==> config.mk <==
export PLATFORM = sky130hd
export DESIGN_NAME = mem_access_ctrl
export DESIGN_NICKNAME = d
export VERILOG_FILES = /design/src/rtl/mem_access_ctrl.sv
export SDC_FILE = /design/constraint.sdc
export NUM_CORES = 1
export LEC_CHECK = 0
export BUFFER_PORTS_ARGS = -buffer_cell sky130_fd_sc_hd__buf_2
export CORE_AREA = 2 2 57 59
export CTS_CLUSTER_SIZE = 20
export DETAILED_ROUTE_END_ITERATION = 10
export DIE_AREA = 0 0 59 61
export PLACE_DENSITY = 0.82
export SYNTH_ARGS = -nofsm -noshare
export SYNTH_HDL_FRONTEND = slang
export SYNTH_SLANG_ARGS = --single-unit
export TNS_END_PERCENT = 100
==> constraint.sdc <==
create_clock -name i_clk -period 1.6 [get_ports i_clk]
set_input_delay 0.08 -clock i_clk [delete_from_list [all_inputs] [get_ports i_clk]]
set_output_delay 0.08 -clock i_clk [all_outputs]
set_load 0.05 [all_outputs]
==> src/rtl/mem_access_ctrl.sv <==
// mem_access_ctrl
//   Two-requester access controller for an 8x8-bit memory array.
//
//   Requesters A and B compete for the array. When both request in the same
//   IDLE cycle, round-robin arbitration picks the one not served last. Each
//   granted access then runs a fixed four-state sequence:
//     IDLE -> SETUP -> ACCESS -> DONE -> IDLE
//   SETUP lets the decoder address settle. ACCESS raises the decoder valid
//   strobe and the write or read enable. DONE pulses the winner's response.
//
// Ports
//   i_clk, i_rst        clock; asynchronous active-high reset
//   i_req_x             request from requester x (x = a/b), held until o_gnt_x
//   i_we_x              1 = write, 0 = read
//   i_addr_x            row address
//   i_wdata_x           write data
//   o_gnt_x             request accepted this cycle (combinational, IDLE only)
//   o_rsp_x             one-cycle completion pulse
//   o_rdata             registered read data, shared by both requesters
//   o_k_address         row decoder address
//   o_valid             row decoder valid strobe
//   o_write_en          array write strobe
//   o_read_en           array read strobe
//   o_wdata             array write data
//   i_rdata             array read data, valid while o_read_en is high
module mem_access_ctrl #(
  parameter int ADDR_W = 3,
  parameter int DATA_W = 8
) (
  input  logic              i_clk,
  input  logic              i_rst,
  input  logic              i_req_a,
  input  logic              i_we_a,
  input  logic [ADDR_W-1:0] i_addr_a,
  input  logic [DATA_W-1:0] i_wdata_a,
  output logic              o_gnt_a,
  output logic              o_rsp_a,
  input  logic              i_req_b,
  input  logic              i_we_b,
  input  logic [ADDR_W-1:0] i_addr_b,
  input  logic [DATA_W-1:0] i_wdata_b,
  output logic              o_gnt_b,
  output logic              o_rsp_b,
  output logic [DATA_W-1:0] o_rdata,
  output logic [ADDR_W-1:0] o_k_address,
  output logic              o_valid,
  output logic              o_write_en,
  output logic              o_read_en,
  output logic [DATA_W-1:0] o_wdata,
  input  logic [DATA_W-1:0] i_rdata
);

  typedef enum logic [1:0] {
    IDLE   = 2'd0,
    SETUP  = 2'd1,
    ACCESS = 2'd2,
    DONE   = 2'd3
  } state_t;

  state_t state;
  state_t state_nxt;

  logic              gnt_a;
  logic              gnt_b;
  logic              last_b;     // 1: B was served most recently
  logic              lat_we;
  logic              lat_id_b;   // 1: the access in flight belongs to B
  logic [ADDR_W-1:0] lat_addr;
  logic [DATA_W-1:0] lat_wdata;
  logic [DATA_W-1:0] rdata_q;

  // State register
  always_ff @(posedge i_clk or posedge i_rst) begin
    if (i_rst) begin
      state <= IDLE;
    end else begin
      state <= state_nxt;
    end
  end

  // Next state and arbitration. Grants are masked while reset is asserted,
  // so every output is low as soon as reset rises, even with requests pending.
  always_comb begin
    state_nxt = state;
    gnt_a     = 1'b0;
    gnt_b     = 1'b0;
    case (state)
      IDLE: begin
        if (!i_rst) begin
          // A wins when it is alone, or when both request and B went last.
          if (i_req_a && (!i_req_b || last_b)) begin
            gnt_a = 1'b1;
          end else if (i_req_b) begin
            gnt_b = 1'b1;
          end
        end
        if (gnt_a || gnt_b) begin
          state_nxt = SETUP;
        end
      end
      SETUP:   state_nxt = ACCESS;
      ACCESS:  state_nxt = DONE;
      DONE:    state_nxt = IDLE;
      default: state_nxt = IDLE;
    endcase
  end

  // Latch the winner's request at the grant edge. These registers hold in
  // every other cycle, which keeps the array address and data stable from
  // SETUP through DONE and parked while IDLE.
  always_ff @(posedge i_clk or posedge i_rst) begin
    if (i_rst) begin
      last_b    <= 1'b1;
      lat_id_b  <= 1'b0;
      lat_we    <= 1'b0;
      lat_addr  <= '0;
      lat_wdata <= '0;
    end else if (gnt_a || gnt_b) begin
      last_b    <= gnt_b;
      lat_id_b  <= gnt_b;
      lat_we    <= gnt_a ? i_we_a    : i_we_b;
      lat_addr  <= gnt_a ? i_addr_a  : i_addr_b;
      lat_wdata <= gnt_a ? i_wdata_a : i_wdata_b;
    end
  end

  // Read data is captured at the end of ACCESS, so it is visible during DONE
  // together with the response pulse. Writes leave it untouched.
  always_ff @(posedge i_clk or posedge i_rst) begin
    if (i_rst) begin
      rdata_q <= '0;
    end else if ((state == ACCESS) && !lat_we) begin
      rdata_q <= i_rdata;
    end
  end

  // The strobes are decoded directly from the state register. An asynchronous
  // reset therefore drops them at once, which cuts off an in-flight write.
  assign o_gnt_a     = gnt_a;
  assign o_gnt_b     = gnt_b;
  assign o_valid     = (state == ACCESS);
  assign o_write_en  = (state == ACCESS) &&  lat_we;
  assign o_read_en   = (state == ACCESS) && !lat_we;
  assign o_rsp_a     = (state == DONE) && !lat_id_b;
  assign o_rsp_b     = (state == DONE) &&  lat_id_b;
  assign o_k_address = lat_addr;
  assign o_wdata     = lat_wdata;
  assign o_rdata     = rdata_q;

endmodule

==> run summary, run 1 <==
• **pin count of the biggest net entering global routing** 18
• **count of placed standard cells including taps** 208
• **cell types with the largest area share after synthesis** sky130_fd_sc_hd__dfrtp_1, sky130_fd_sc_hd__o311ai_2, sky130_fd_sc_hd__mux2_2
• **combined global-route utilization of all metal layers** 0.204
• **routability congestion estimate** 0.757
• **Final #Nets** 236
• **first-pass GRT wire length** 5470 µm
• **actual transition at the worst max-transition pin** 0.801 ns
• **post-DR vias/cell** 5.36
• **Bufs on Longest Clock Path** 2
• **via count of the first global-routing pass** 1247
• **count of antenna-violating nets left after detailed routing** 0
• **startpoint kind of the worst setup timing path** register
• **worst clock skew on the final layout** 0.00380 ns
• **buffer type at the clock tree root** sky130_fd_sc_hd__clkbuf_4
• **number of antenna violations at the first check in global routing** 0
• **Vert. Die Dim** 61 µm
• **area share of the leading cell type in the synthesized netlist** 0.451
• **number of sinks driven by the clock tree** 24
• **horizontal die dimension** 59 µm
• **Worst Reg-to-Reg Cells** 8
• **routed wire length per instance** 15.5 µm
• **ports placed on the boundary** 62
• **Slew Limit Fails** 0
• **post-detailed-routing wire length** 3550 µm
• **total setup violations reported at the end of the flow** 3
• **proportion of layout cells with a drive suffix above 1** 0.561
• **destination of the worst hold path** o_wdata[6]
• **RSZ-0062 raised after global routing** yes
• **worst flop-to-flop path endpoint** o_k_address[2]
• **starting utilization of the core area** 0.433
• **clock-pin transition on the worst setup and hold timing paths** 0.14 ns
• **fin util** 0.660
• **CTS tree** done
• **launch point of the worst reg-to-reg path** state[0]
• **drc violations** 0
• **1st-iter DRT viols** 53
• **GR Overflow Total** 0
• **cts bufs inserted** 3
• **total die area** 3600 µm²
• **most instantiated flip-flop cell in the synthesis netlist** sky130_fd_sc_hd__dfrtp_1
• **worst endpoint required time** 1.82 ns
• **area of the core region** 2950 µm²
• **Layout Area Growth over Synthesis** 52.5%
• **total leakage power** 0.954 nW
• **number of storage elements in the synthesis netlist** 24
• **max-capacitance violation count** 0
• **number of enable-type register cells in the synthesized netlist** 0
• **Cells after Synth** 115
• **fin cells** 229
• **most area-hungry cell type in the Yosys netlist** sky130_fd_sc_hd__dfrtp_1
• **run status** finished with violations
• **total inserted antenna cells** 0
• **VDD IR max** 0.984 mV
• **slack of the worst reg-to-reg path** -0.01 ns
• **average footprint of a synthesized cell** 11.1 µm²
• **site row count** 20
• **worst min-delay path startpoint** i_wdata_b[6]
• **sequential fraction of the synthesis area** 0.471
• **number of H-tree levels** 1
• **FMAX** 621 MHz
• **crit path capture type** register
• **distinct cell type count after synthesis** 25
• **max-slew headroom at the worst pin** 0.466
• **Post-Synthesis Net Count** 154
• **Yosys warning total** 0
• **proportion of synthesized flip-flops having asynchronous set or reset** 1.00
• **final clock period utilization by the worst path** 1.01
• **post-detail-place hpwl** 2370 µm
• **failing checks** setup timing
• **First-pass DRT Iterations** 4
• **post-synth design cell area** 1280 µm²
• **worst hold slack after final layout** 0.0328 ns
• **peak fanout along the critical path** 7
• **depth of the worst hold-timing path** 3
• **number of port buffers** 61
• **min cycle time layout** 1.61 ns
• **Worst Path Class, Setup** register to register
• **arrival time of data at the critical path endpoint** 1.83 ns
• **clock latency at the later pin of the worst-skew pair** 0.31 ns
• **ratio of total power to cell area** 2190 nW/µm²
• **smallest setup slack after layout** -0.0100 ns
• **number of hold violations in the final report** 0
• **min-delay worst type** primary input to register
• **vias post-DR** 1227
stage by stage:
stage | setup WS (ns) | instance area, µm² | power [mW] | TNS (ns)
2_1_floorplan | 0.00493 | 1300 | 2.99 | 0
3_3_place_gp | 0.143 | 1660 | 3.48 | 0
3_5_place_dp | 0.0721 | 1660 | 3.56 | 0
4_1_cts | 0.00135 | 1920 | 4.21 | 0
5_1_grt | -0.0656 | 1950 | 4.48 | -0.541
6_report | -0.0100 | 1950 | 4.26 | -0.0213
power breakdown:
part           switching [mW]  internal (mW)
clock network           0.185          0.253
registers               0.165          0.926
logic                    1.77          0.958
total                    2.12           2.14
timing repair:
| action | 4_1_cts | 5_1_grt |
|---|---|---|
| hold buffers | 9 | 0 |
| endpoints found under the setup margin | 3 | 22 |
| pin swaps | 1 | 2 |
| resized for setup | 13 | 5 |
| buffers inserted | 7 | 1 |
| endpoints found under the hold margin | 21 | 0 |
logic make-up (layout without fill, tap and decap cells):
logic type,count (synthesis),in the layout,share of synthesized area
AOI/OAI and AO/OA,29,29,0.212
adders and majority gates,3,3,0.0294
buffers and inverters,25,106,0.0881
DFF,24,24,0.471
muxes,9,9,0.0793
and+or+nand+nor,25,25,0.120
how the worst max path moves through the flow:
| stage | start | end | cells after the start |
|---|---|---|---|
| 2_1_floorplan | state[0] | lat_id_b | 5 |
| 3_3_place_gp | state[0] | o_wdata[7] | 7 |
| 3_5_place_dp | state[0] | lat_we | 7 |
| 4_1_cts | state[0] | o_gnt_a | 6 |
| 5_1_grt | state[1] | o_wdata[4] | 6 |
| 6_report | state[0] | o_k_address[2] | 8 |
metal layers:
| layer | routed length [µm] | track usage | up-vias |
|---|---|---|---|
| li1 | - | - | 575 |
| met1 | 1380 | 0.223 | 587 |
| met2 | 1880 | 0.376 | 59 |
| met3 | 237 | 0.0448 | 6 |
| met4 | 58 | 0.0974 | 0 |
| met5 | 0 | 0 | - |
cells in the mapped netlist (2+ instances only):
cell type / number
sky130_fd_sc_hd__nor2_1: 2
sky130_fd_sc_hd__ha_1: 3
sky130_fd_sc_hd__dfrtp_1: 23
sky130_fd_sc_hd__a21o_1: 2
sky130_fd_sc_hd__nand2_1: 2
sky130_fd_sc_hd__and2_1: 2
sky130_fd_sc_hd__buf_2: 3
sky130_fd_sc_hd__nand4_1: 12
sky130_fd_sc_hd__mux2_2: 9
sky130_fd_sc_hd__clkbuf_1: 4
sky130_fd_sc_hd__o311ai_2: 9
sky130_fd_sc_hd__nor2b_1: 2
sky130_fd_sc_hd__o21ai_0: 12
sky130_fd_sc_hd__nand2b_1: 2
sky130_fd_sc_hd__buf_6: 2
sky130_fd_sc_hd__o311ai_1: 3
sky130_fd_sc_hd__inv_1: 15
sequential cells by signal (all words and copies together) (netlist names):
register,flops
last_b,1
lat_id_b,1
lat_we,1
o_k_address,3
o_rdata,8
o_wdata,8
state,2
cells in the final DEF (no fill, tap or decap), types with 2 or more instances in the layout:
cell	Yosys	final
sky130_fd_sc_hd__nand4_1	12	12
sky130_fd_sc_hd__o21ai_0	12	12
sky130_fd_sc_hd__nand2b_1	2	2
sky130_fd_sc_hd__and2_1	2	2
sky130_fd_sc_hd__nor2_1	2	2
sky130_fd_sc_hd__clkbuf_4	0	3
sky130_fd_sc_hd__buf_12	0	2
sky130_fd_sc_hd__nand2_1	2	2
sky130_fd_sc_hd__inv_1	15	14
sky130_fd_sc_hd__o311ai_1	3	2
sky130_fd_sc_hd__o311ai_2	9	9
sky130_fd_sc_hd__mux2_2	9	9
sky130_fd_sc_hd__buf_4	0	13
sky130_fd_sc_hd__buf_2	3	58
sky130_fd_sc_hd__dlygate4sd3_1	0	9
sky130_fd_sc_hd__dfrtp_1	23	23
sky130_fd_sc_hd__a21o_1	2	2
sky130_fd_sc_hd__buf_8	0	3
critical path: stages (launching register included):
cell	delay, ns
sky130_fd_sc_hd__dfrtp_1	0.40
sky130_fd_sc_hd__inv_2	0.05
sky130_fd_sc_hd__ha_2	0.19
sky130_fd_sc_hd__and2b_4	0.18
sky130_fd_sc_hd__nand3_4	0.10
sky130_fd_sc_hd__inv_4	0.05
sky130_fd_sc_hd__buf_4	0.16
sky130_fd_sc_hd__buf_12	0.14
sky130_fd_sc_hd__o311ai_2	0.25
area by class of cell:
| cell class | count | area (µm²) |
|---|---|---|
| Timing Repair Buffer | 86 | 574 |
| Clock inverter | 1 | 30.0 |
| Clock buffer | 3 | 22.5 |
| Multi-Input combinational cell | 66 | 616 |
| Fill cell | 221 | 1000 |
| Sequential cell | 24 | 602 |
| Inverter | 16 | 62.6 |
| Tap cell | 33 | 41.3 |
No activity file was read; power rests on OpenSTA's default activity.
==> run 2, diff against run 1 <==
MAX_ROUTING_LAYER = met4   (was unset)
==> run 2 against run 1 <==
  * The run still ends with setup timing left
  * Worst hold slack got worse by 0.0051 ns
  * Cell count stayed put
  * Non-clock buffer count unchanged
  * Clock skew down 0.0021 ns
  * Count of clock-buffer cells in the layout unchanged
  * Largest power group unchanged
==> run summary, run 2 (synthesis results as in run 1) <==
• **met1 GRT Util** 0.228
• **final clock period utilization by the worst path** 1.01
• **max-capacitance violation count** 0
• **area of the core region** 2950 µm²
• **Multi-input gate area** 616 µm²
• **launch point of the worst reg-to-reg path** state[0]
• **Layout Area Growth over Synthesis** 52.5%
• **arrival time of data at the critical path endpoint** 1.84 ns
• **Slew Limit Fails** 0
• **GR met3 Demand/Resource** 0.0384
• **number of hold violations in the final report** 0
• **peak-usage layer in the global routing report** met2
• **actual transition at the worst max-transition pin** 0.793 ns
• **total die area** 3600 µm²
• **FMAX** 619 MHz
• **routability congestion estimate** 0.766
• **most frequent cells in the layout** sky130_fd_sc_hd__buf_2, sky130_fd_sc_hd__dfrtp_1, sky130_fd_sc_hd__inv_1
• **total leakage power** 0.954 nW
• **ratio of total power to cell area** 2190 nW/µm²
• **combinational group share of total power** 0.641
• **Critical path destination** o_k_address[2]
• **worst flop-to-flop path endpoint** o_k_address[2]
• **1st-iter DRT viols** 26
• **horizontal die dimension** 59 µm
• **failing checks** setup timing
• **worst hold slack after final layout** 0.0276 ns
• **site row count** 20
• **Bufs on Longest Clock Path** 2
• **CTS tree** done
• **drc violations** 0
• **startpoint kind of the worst setup timing path** register
• **clock-pin transition on the worst setup and hold timing paths** 0.13 ns
• **post-detail-place hpwl** 2370 µm
• **slack of the worst reg-to-reg path** -0.02 ns
• **ports placed on the boundary** 62
• **number of sinks driven by the clock tree** 24
• **peak fanout along the critical path** 7
• **post-detailed-routing wire length** 3580 µm
• **routed wire length per instance** 15.6 µm
• **part of the total power dissipated in the clock network** 0.103
• **smallest setup slack after layout** -0.0154 ns
• **Worst Reg-to-Reg Cells** 8
• **crit path capture type** register
• **total inserted antenna cells** 0
• **run status** finished with violations
• **vias post-DR** 1237
• **min-delay worst type** primary input to register
• **first-pass GRT wire length** 5480 µm
• **Vert. Die Dim** 61 µm
• **dpl ws** 0.0721 ns
• **pin count of the biggest net entering global routing** 18
• **beginning of the critical path** state[0]
• **RSZ-0062 raised after global routing** yes
• **min cycle time layout** 1.62 ns
• **post-DR vias/cell** 5.40
• **buffer type at the clock tree root** sky130_fd_sc_hd__clkbuf_4
• **number of antenna violations at the first check in global routing** 0
• **Final #Nets** 236
• **via count of the first global-routing pass** 1249
• **part of the total power dissipated in sequential elements** 0.256
• **cell area reported after detailed placement** 1660 µm²
• **count of antenna-violating nets left after detailed routing** 0
• **worst endpoint required time** 1.83 ns
• **post-route standard cell area excluding fillers** 1950 µm²
• **number of H-tree levels** 1
• **net switching power of the design** 2.13 mW
• **clock latency at the later pin of the worst-skew pair** 0.31 ns
• **cts bufs inserted** 3
• **GR Overflow Total** 0
• **combined global-route utilization of all metal layers** 0.211
• **worst clock skew on the final layout** 0.00172 ns
• **met2 capacity usage during global routing** 0.375
• **number of port buffers** 61
• **Internal Pwr Total** 2.14 mW
• **most common library cell in the layout ignoring fill and taps** sky130_fd_sc_hd__buf_2
• **area of all sequential standard cells** 602 µm²
• **switching power as a share of total power** 0.499
• **max-slew headroom at the worst pin** 0.471
• **First-pass DRT Iterations** 4
• **Worst Path Class, Setup** register to register
• **VDD IR max** 0.988 mV
• **proportion of layout cells with a drive suffix above 1** 0.561
• **total setup violations reported at the end of the flow** 5
• **number of fill cells in the layout** 221
• **starting utilization of the core area** 0.433
## run 2: cell counts in the layout (fill, tap and decap cells not counted)
No cell type changed its count.
## run 2: worst min path at each step
| stage | slack (ns) | end | start | cells after the start |
|---|---|---|---|---|
| floorplan | 0.09 | lat_id_b | i_rst | 1 |
| finish | 0.03 | o_wdata[6] | i_wdata_b[6] | 3 |
| CTS | 0.02 | o_wdata[6] | i_wdata_b[6] | 3 |
| detailed placement | 0.19 | o_k_address[0] | i_rst | 2 |
| global route | 0.04 | o_k_address[0] | i_addr_a[0] | 3 |
| global placement | 0.18 | lat_id_b | i_rst | 2 |
## run 2: routing by layer
metal / share of wire / vias up
met5: 0 / -
met4: 0.016 / 0
met3: 0.069 / 6
met2: 0.52 / 60
met1: 0.39 / 593
li1: - / 578
## run 2: area by class of cell
cell class / instances / share of cell area
clock buffers: 3 / 0.0116
multi-input cells: 66 / 0.316
inverters: 16 / 0.0321
repair buffers: 86 / 0.295
well taps: 33 / 0.0212
clock inverters: 1 / 0.0154
flip-flops and latches: 24 / 0.309
## run 2: power by group through the flow
stage          clock, mW  combinational [mW]  sequential, mW
6_report           0.441                2.73            1.09
5_1_grt            0.473                2.88            1.13
3_3_place_gp           0                2.40            1.08
2_1_floorplan          0                1.05            1.94
3_5_place_dp           0                2.47            1.09
4_1_cts            0.450                2.67            1.09
## run 2: stage by stage
stage	std cells	setup TNS (ns)	utilization	total power, mW
5_1_grt	229	-0.509	0.660	4.48
4_1_cts	228	0	0.649	4.21
2_1_floorplan	115	0	-	2.99
3_3_place_gp	208	0	0.561	3.48
6_report	229	-0.0392	0.660	4.27
3_5_place_dp	208	0	0.561	3.56
## run 2: repair_timing
| item | CTS | global route |
|---|---|---|
| gates resized for setup | 13 | 5 |
| pin swaps | 1 | 2 |
| setup buffers | 7 | 1 |
| endpoints found under the setup margin | 3 | 22 |
| hold buffers | 9 | 0 |
| endpoints found under the hold margin | 21 | 0 |
## run 2: critical path: stages (launching register included)
cell and delay (ns):
sky130_fd_sc_hd__dfrtp_1 0.40, sky130_fd_sc_hd__inv_2 0.05, sky130_fd_sc_hd__ha_2 0.19, sky130_fd_sc_hd__and2b_4 0.18, sky130_fd_sc_hd__nand3_4 0.10, sky130_fd_sc_hd__inv_4 0.05, sky130_fd_sc_hd__buf_4 0.16, sky130_fd_sc_hd__buf_12 0.14
sky130_fd_sc_hd__o311ai_2 0.25
